==> src/rtl/pc_pkg.sv <==
// Shared address type and default constants for the fetch-stage program counter.
package pc_pkg;

   localparam int PC_WIDTH = 32;

   typedef logic [PC_WIDTH-1:0] addr_t;

   localparam addr_t RESET_VECTOR_DEFAULT = 32'h0000_0000;
   localparam int    PC_INCR              = 4;
   localparam int    PC_ALIGN_BITS        = 2;

endpackage

==> src/rtl/pc_trace_buf.sv <==
// Circular history of recently loaded PC values; index 0 reads the newest entry.
module pc_trace_buf #(
   parameter int               WIDTH        = 32,
   parameter int               DEPTH        = 8,
   parameter logic [WIDTH-1:0] RESET_VECTOR = '0
) (
   input  logic                     clk,
   input  logic                     rst,
   input  logic                     wr_en,
   input  logic [WIDTH-1:0]         wr_data,
   input  logic [$clog2(DEPTH)-1:0] rd_idx,
   output logic [WIDTH-1:0]         rd_data
);

   localparam int IDX_W = $clog2(DEPTH);

   logic [WIDTH-1:0] mem [DEPTH];
   logic [IDX_W-1:0] wr_ptr;

   // DEPTH is a power of two, so the pointer wraps by plain overflow.
   always_ff @(posedge clk or posedge rst) begin
      if (rst) begin
         for (int i = 0; i < DEPTH; i++) begin
            mem[i] <= RESET_VECTOR;
         end
         wr_ptr <= '0;
      end else if (wr_en) begin
         mem[wr_ptr] <= wr_data;
         wr_ptr      <= wr_ptr + 1'b1;
      end
   end

   assign rd_data = mem[wr_ptr - IDX_W'(1) - rd_idx];

endmodule

==> src/rtl/program_counter.sv <==
// Fetch-stage program counter with stall hold, successor address and alignment flag.
// Define PC_TRACE_EN to add the trace_rd_idx/trace_rd_data history port.
module program_counter
   import pc_pkg::*;
#(
   parameter int               WIDTH        = 32,
   parameter logic [WIDTH-1:0] RESET_VECTOR = WIDTH'(RESET_VECTOR_DEFAULT),
   parameter int               INCR         = PC_INCR,
   parameter int               ALIGN_BITS   = PC_ALIGN_BITS,
   parameter int               TRACE_DEPTH  = 8
) (
   input  logic                           clk,
   input  logic                           rst,
   input  logic [WIDTH-1:0]               pc_in,
   input  logic                           stall,
`ifdef PC_TRACE_EN
   input  logic [$clog2(TRACE_DEPTH)-1:0] trace_rd_idx,
   output logic [WIDTH-1:0]               trace_rd_data,
`endif
   output logic [WIDTH-1:0]               pc_out,
   output logic [WIDTH-1:0]               pc_seq,
   output logic                           pc_valid,
   output logic                           misaligned
);

   // misaligned is derived from pc_in so it always travels with the loaded pc_out.
   always_ff @(posedge clk or posedge rst) begin
      if (rst) begin
         pc_out     <= RESET_VECTOR;
         pc_valid   <= 1'b0;
         misaligned <= 1'b0;
      end else begin
         pc_valid <= 1'b1;
         if (!stall) begin
            pc_out     <= pc_in;
            misaligned <= |pc_in[ALIGN_BITS-1:0];
         end
      end
   end

   assign pc_seq = pc_out + WIDTH'(INCR);

`ifdef PC_TRACE_EN
   pc_trace_buf #(
      .WIDTH        (WIDTH),
      .DEPTH        (TRACE_DEPTH),
      .RESET_VECTOR (RESET_VECTOR)
   ) u_trace (
      .clk     (clk),
      .rst     (rst),
      .wr_en   (!stall),
      .wr_data (pc_in),
      .rd_idx  (trace_rd_idx),
      .rd_data (trace_rd_data)
   );
`endif

endmodule

==> config.mk <==
export PLATFORM = sky130hd
export DESIGN_NAME = program_counter
export DESIGN_NICKNAME = d
export VERILOG_FILES = /design/src/rtl/pc_pkg.sv /design/src/rtl/pc_trace_buf.sv /design/src/rtl/program_counter.sv
export SDC_FILE = /design/constraint.sdc
export NUM_CORES = 1
export LEC_CHECK = 0
export ABC_AREA = 1
export CORE_ASPECT_RATIO = 0.7
export CORE_MARGIN = 4
export CORE_UTILIZATION = 35
export CTS_CLUSTER_SIZE = 8
export DETAILED_ROUTE_END_ITERATION = 10
export GPL_TIMING_DRIVEN = 0
export HOLD_SLACK_MARGIN = 0.12
export PLACE_DENSITY = 0.67
export SYNTH_ARGS = -nofsm -noshare
export SYNTH_HDL_FRONTEND = slang
export SYNTH_SLANG_ARGS = --single-unit
==> constraint.sdc <==
create_clock -name clk -period 3.73 [get_ports clk]
set_input_delay 0.746 -clock clk [delete_from_list [all_inputs] [get_ports clk]]
set_output_delay 0.746 -clock clk [all_outputs]
set_load 0.005 [all_outputs]
## Yosys cells after proc, flatten, opt, wreduce, memory -nomap -nowiden

Cells that the tools add are included.

- Add/sub/neg operators: 1
- Reduce and logical (&&, ||, !) cells: 1

Operators with widths:

| kind | count |
|---|---|
| $add 32x3->32 const B | 1 |
| $reduce_or 2->1 | 1 |

- Register bits: 34
- Word-level logic and storage cells: 5

## Depth between registers and ports, before layout

Gate-level depths: netlist of run 1.

- Word-level depth: 1
- Mapped depth: 8
- Mapped depth without buffers: 8

## Worst setup path after synthesis of run 1

No wires, ideal clock.

- Kind: register -> output
- From: register pc_out[3]
- To: output pc_seq[14]
- Data arrival time: 1.231 ns
- Data required time: 2.984 ns
- Path slack: 1.753 ns
- Cell stages (with the launch flop): 7
- Buffers on the path: 0
- Cells stage by stage: dfrtp_1 > ha_1 > nand2_1 > nor2_4 > nand2_4 > nor2_2 > xor2_1

- Word-level cells in the longest chain between the ends: 1

Ends and longest elaborated chain:

| item | RTL line | source |
|---|---|---|
| start: declaration | program_counter.sv:20 | `output logic [WIDTH-1:0] pc_out,` |
| start signal: assignment | program_counter.sv:35 | `pc_out <= pc_in;` |
| $add 32x3->32 | program_counter.sv:41 | `assign pc_seq = pc_out + WIDTH'(INCR);` |
| end: declaration | program_counter.sv:21 | `output logic [WIDTH-1:0] pc_seq,` |

Every way passes these cells.

## Worst setup path after layout of run 1

- From: register pc_out[3]
- To: output pc_seq[24]

The elaborated chain is that of the path after synthesis.

==> results of run 1 <==
sequential cells by signal, summed over array words and instances (netlist names):
signal,flops
pc_out,32
misaligned,1
pc_valid,1
logic make-up after synthesis:
family	after synthesis	synth area share
compound gates	14	0.03320
other cells	1	0.001777
simple gates	211	0.4327
buf+inv	32	0.06104
xor+xnor	15	0.06224
fa+ha+maj	1	0.005927
flops	34	0.4031
area by class of cell:
cell class                      instances  area [um2]
Clock buffer                            8       110.1
Fill cell                             560        2469
Multi-Input combinational cell        242        1131
Timing Repair Buffer                  100        1001
Buffer                                  8       38.79
Sequential cell                        34       850.8
Inverter                               24       90.09
Tap cell                               75       93.84
critical path, delay by kind of cell, from the launching register on:
family	cells	cell delay, ns
buffers and inverters	1	0.51
adders and majority gates	1	0.23
DFF	1	0.42
and+or+nand+nor	6	0.78
per-layer routing:
layer / GRT usage / wire (um) / vias up
li1: - / - / 1148
met1: 0.2798 / 3194 / 1027
met2: 0.2794 / 2898 / 89
met3: 0.06972 / 698 / 5
met4: 0.04335 / 48 / 0
met5: 0 / 0 / -
metrics by stage:
step	std cells	util	total power [uW]
2_1_floorplan	308	-	543.5
3_3_place_gp	483	0.5542	742.2
3_5_place_dp	483	0.5542	747.2
4_1_cts	491	0.5732	1076
5_1_grt	491	0.5732	1126
6_report	491	0.5732	1062
layout by cell type, fill, tap and decap left out, drive strengths merged, types with 3 or more instances in the layout:
cell	Yosys	final
nand3b	4	4
nand3	11	11
clkbuf	4	12
inv	23	23
dfrtp	34	34
nor2	40	40
xor2	14	14
and2	3	3
o21ai	14	14
nand2	152	152
clkdlybuf4s50	0	100
buf	4	4
power breakdown:
group / switching [uW] / internal [uW] / total [uW] / leakage (uW)
logic: 114 / 177 / 291 / 0.00105
registers: 47.0 / 401 / 448 / 0.000412
clock network: 137 / 187 / 323 / 0.0000575
path summary, 6_finish.rpt:
check | start | end | cells after the start
setup / recovery | pc_out[3]$_DFFE_PP0N_ | pc_seq[24] | 8
hold / removal | misaligned$_DFFE_PP0N_ | misaligned$_DFFE_PP0N_ | 2
setup reg to reg | pc_out[19]$_DFFE_PP0N_ | pc_out[19]$_DFFE_PP0N_ | 2
hold reg to reg | misaligned$_DFFE_PP0N_ | misaligned$_DFFE_PP0N_ | 2
max in group asynchronous | rst | pc_out[26]$_DFFE_PP0N_ | 2
min in group asynchronous | rst | pc_valid$_DFF_PP0_ | 2
==> results.sh, run 1 <==
export IMPL_outcome="complete, no violations"
export IMPL_clock_sink_count=34
export IMPL_setup_worst_path_end_class="output port"
export IMPL_ys_top_cells_by_count="nand2_1, dfrtp_1, nor2_1"
export IMPL_synth_top_area_share=0.4031
export IMPL_postSynthCellCount=308
export IMPL_final_antenna_net_count=0
export IMPL_synth_area_per_inst_um2=6.853
export IMPL_port_buffer_count=100
export IMPL_worst_setup_hold_path_clk_slew_ns=0.07
export IMPL_core_area_mm2=0.005784
export IMPL_synth_edff_count=0
export IMPL_number_of_nets_in_the_layout=451
export IMPL_vdd_ir_drop_max_mv=0.1611
export IMPL_most_frequent_cell_after_synthesis="nand2_1"
export IMPL_cp_slowest_cell="clkdlybuf4s50_1"
export IMPL_fin_area_mm2=0.003316
export IMPL_largest_net_degree_at_the_start_of_global_routing=35
export IMPL_worst_slew_pin_slew_ns=0.7331
export IMPL_setup_tns_ns=0
export IMPL_path_cells="ha_1 -> nand2_1 -> nor2_4 -> nand2_1 -> nor2_2 -> nand3b_1 -> nand2_1 -> clkdlybuf4s50_1"
export IMPL_netlist_area_mm2=0.002111
export IMPL_r2r_setup_slack_ns=2.95
export IMPL_timing_final_setup_violations=0
export IMPL_tritoncts="yes"
export IMPL_min_period_over_period=0.7920
export IMPL_clk_latency_ns=0.28
export IMPL_final_hold_violation_count=0
export IMPL_max_freq_mhz=338.5
export IMPL_chipWidth_um=100.8
export IMPL_clock_skew_ns=0
export IMPL_async_reset_ff_frac=1.000
export IMPL_layout_drive_gt1_share=0.06490
export IMPL_antenna_found_initial=0
export IMPL_fp_dieArea_mm2=0.007357
export IMPL_cts_resized=0
export IMPL_hold_class="reg -> reg"
export IMPL_clk_path_buf_depth=2
export IMPL_start_kind="flop"
export IMPL_synth_cell_types=22
export IMPL_timing_critical_path_fanout_max=4
export IMPL_chipHeight_um=72.98
export IMPL_critical_path_arrival_ns=2.21
export IMPL_synthFlopType="dfrtp_1"
export IMPL_critPathMostFrequentCell="nand2_1"
export IMPL_required_ns=2.98
export IMPL_slew_headroom=0.5106
export IMPL_first_pass_grt_wire_length_um=11140
export IMPL_ctsRootBufferMaster="clkbuf_8"
export IMPL_maxCapViolations=0
export IMPL_drt_total_wl_um=6839
export IMPL_report_final_slew_viol_count=0
export IMPL_place_congestion=0.8744
export IMPL_vias_in_the_first_global_route=2250
export IMPL_area_growth_pct=57.08
export IMPL_cts_hold_repair_buffers=0
export IMPL_final_critical_path_setup_slack_ns=0.7757
export IMPL_post_drt_wl_per_cell_um=13.93
export IMPL_netlist_top_cells_area="dfrtp_1, nand2_1, xor2_1"
export IMPL_via_per_inst=4.621
export IMPL_cts_htree_levels=2
export IMPL_power_density_mw_per_mm2=320.4
export IMPL_io_pins=101
export IMPL_syn_nets=344
export IMPL_synthesis_yosys_warnings=0
export IMPL_post_dp_hpwl_um=5366
export IMPL_antenna_cells_inserted=0
export IMPL_grt_usage=0.1945
export IMPL_drc=0
export IMPL_leakagePower_uw=0.001521
export IMPL_yosys_area_top_type="dfrtp_1"
export IMPL_placementRows=23
export IMPL_numCtsBuffers=5
export IMPL_finalWorstPathRequiredPeriod_ns=2.954
export IMPL_placed_cell_area_mm2=0.003206
export IMPL_global_route_overflow_total=0
export IMPL_drt_first_pass_iters=4
export IMPL_cts_setup_buffers=0
export IMPL_worstSetupPathType="reg -> out"
export IMPL_place_ws_ns=1.114
export IMPL_critical_path_max_stage_delay_ns=0.51
export IMPL_timing_hold_ws_ns=0.5040
export IMPL_detail_route_iter0_violations=96
export IMPL_grt_setup_unrepaired="no"
export IMPL_num_vias=2269
export IMPL_synth_seq_area_share=0.4031
export IMPL_start_util=0.3649
export IMPL_synth_seq_cells=34
Power figures use the tool's default switching activity.
==> run 2: changes to the inputs <==
PLACE_DENSITY = 0.7   (was 0.67)
clock period = 2.4 ns   (was 3.73 ns; I/O delays follow)
==> results.sh, run 2 (synthesized netlist as in run 1, its figures left out) <==
export IMPL_outcome="finished with violations"
export IMPL_violations_in_the_final_reports="setup timing"
export IMPL_number_of_nets_in_the_layout=483
export IMPL_crit_path_end="pc_seq[28]"
export IMPL_antenna_cells_inserted=0
export IMPL_vdd_ir_drop_max_mv=0.2583
export IMPL_final_critical_path_setup_slack_ns=-0.05663
export IMPL_io_pins=101
export IMPL_finalWorstPathRequiredPeriod_ns=2.457
export IMPL_global_route_overflow_total=0
export IMPL_tritoncts="yes"
export IMPL_core_area_mm2=0.005784
export IMPL_post_drt_wl_per_cell_um=14.07
export IMPL_clk_path_buf_depth=2
export IMPL_largest_net_degree_at_the_start_of_global_routing=35
export IMPL_layout_drive_gt1_share=0.2143
export IMPL_fp_dieArea_mm2=0.007357
export IMPL_drc=0
export IMPL_numCtsBuffers=5
export IMPL_worstPathBufferInverterCount=1
export IMPL_slew_headroom=0.5102
export IMPL_timing_final_setup_violations=2
export IMPL_critical_path_max_stage_delay_ns=0.49
export IMPL_worst_setup_hold_path_clk_slew_ns=0.07
export IMPL_min_path_cells=2
export IMPL_clk_latency_ns=0.28
export IMPL_detail_route_iter0_violations=121
export IMPL_r2r_worst_path_cells=3
export IMPL_placementRows=23
export IMPL_crit_reg2reg_launch="pc_out[2]$_DFFE_PP0N_"
export IMPL_cts_hold_repair_buffers=0
export IMPL_grt_setup_unrepaired="yes"
export IMPL_required_ns=1.92
export IMPL_logic_depth_of_the_worst_setup_path_including_buffers=7
export IMPL_clock_skew_ns=0
export IMPL_ctsRootBufferMaster="clkbuf_8"
export IMPL_worstSetupPathType="reg -> out"
export IMPL_hold_class="reg -> reg"
export IMPL_placed_cell_area_mm2=0.003206
export IMPL_r2r_setup_slack_ns=1.57
export IMPL_max_freq_mhz=407.1
export IMPL_path_cells="ha_2 -> nand3_1 -> nor2_2 -> and2_4 -> nand3_1 -> nand2_1 -> clkdlybuf4s50_1"
export IMPL_min_period_over_period=1.024
export IMPL_antenna_found_initial=0
export IMPL_worst_slew_pin_slew_ns=0.7336
export IMPL_largest_register="pc_out"
export IMPL_largest_reg_flops=32
export IMPL_critical_path_arrival_ns=1.98
export IMPL_mostFrequentLayoutCell="nand2_1"
export IMPL_final_hold_violation_count=0
export IMPL_start_kind="flop"
export IMPL_drt_first_pass_iters=4
export IMPL_maxCapViolations=0
export IMPL_num_vias=2387
export IMPL_cts_htree_levels=2
export IMPL_chipWidth_um=100.8
export IMPL_critPathMostFrequentCell="nand3_1"
export IMPL_start_util=0.3649
export IMPL_leakagePower_uw=0.001738
export IMPL_power_density_mw_per_mm2=460.6
export IMPL_vias_in_the_first_global_route=2326
export IMPL_timing_critical_path_fanout_max=3
export IMPL_drt_total_wl_um=7358
export IMPL_clock_sink_count=34
export IMPL_first_pass_grt_wire_length_um=11430
export IMPL_critPathTopFamily="simple AND/OR/NAND/NOR gates"
export IMPL_chipHeight_um=72.98
export IMPL_cp_slowest_cell="clkdlybuf4s50_1"
export IMPL_place_congestion=0.8653
export IMPL_grt_usage=0.2013
export IMPL_via_per_inst=4.564
export IMPL_post_dp_hpwl_um=5330
export IMPL_area_growth_pct=70.78
export IMPL_startpoint="pc_out[2]$_DFFE_PP0N_"
export IMPL_timing_rr_end="pc_out[2]$_DFFE_PP0N_"
export IMPL_final_antenna_net_count=0
export IMPL_layout_common_cells="nand2_1, clkdlybuf4s50_1, buf_4, nor2_1"
export IMPL_port_buffer_count=100
export IMPL_report_final_slew_viol_count=0
export IMPL_fin_area_mm2=0.003605
export IMPL_share_of_the_core_filled_with_cells=0.6232
export IMPL_top_regs="pc_out (32), misaligned (1), pc_valid (1)"
export IMPL_setup_worst_path_end_class="output port"
## run 2: worst min path at each step
stage | startpoint | endpoint
detailed placement | misaligned$_DFFE_PP0N_ | misaligned$_DFFE_PP0N_
global placement | pc_out[0]$_DFFE_PP0N_ | pc_out[0]$_DFFE_PP0N_
CTS | pc_out[0]$_DFFE_PP0N_ | pc_out[0]$_DFFE_PP0N_
finish | misaligned$_DFFE_PP0N_ | misaligned$_DFFE_PP0N_
floorplan | misaligned$_DFFE_PP0N_ | misaligned$_DFFE_PP0N_
global route | misaligned$_DFFE_PP0N_ | misaligned$_DFFE_PP0N_
## run 2: what timing repair did
item | CTS | global route
setup buffers | 22 | 10
pin swaps | 13 | 12
setup endpoints to repair | 23 | 18
gates resized for setup | 41 | 42
## run 2: layout make-up
cell class	instances	area, um2
fill	533	2180
multi-input combinational	242	1201
sequential	34	867.1
inverter	24	90.09
tap	75	93.84
clock buffer	8	110.1
timing repair buffer	132	1204
buffer	8	38.79
## run 2: layer usage
metal	vias to the layer above	routed length, um	track usage
li1	1207	-	-
met1	1075	3389	0.2823
met2	96	3115	0.2991
met3	9	779	0.06686
met4	0	74	0.05082
met5	-	0	0
## run 2: worst register-to-register path: cells and delay by family (launching register included)
family,cells,cell delay [ns]
DFF,1,0.40
buffers and inverters,2,0.23
AOI/OAI and AO/OA,1,0.08
## run 2: power by group
group	total, uW	leakage, uW	switching (uW)	internal, uW
logic	455	0.00128	190	264
clock network	505	0.0000575	215	290
registers	701	0.000397	73.7	627
## run 2: per-stage QoR
step / hold WS, ns / setup WS, ns / TNS, ns / std cells / power (uW)
6_report: 0.5106 / -0.05663 / -0.09269 / 523 / 1660
3_5_place_dp: 0.4854 / 0.03361 / 0 / 483 / 1160
4_1_cts: 0.5153 / -0.1732 / -0.4050 / 513 / 1669
2_1_floorplan: 0.4888 / 0.6894 / 0 / 308 / 844.8
5_1_grt: 0.5527 / -0.1707 / -0.6651 / 523 / 1761
3_3_place_gp: 0.4936 / 0.06367 / 0 / 483 / 1154
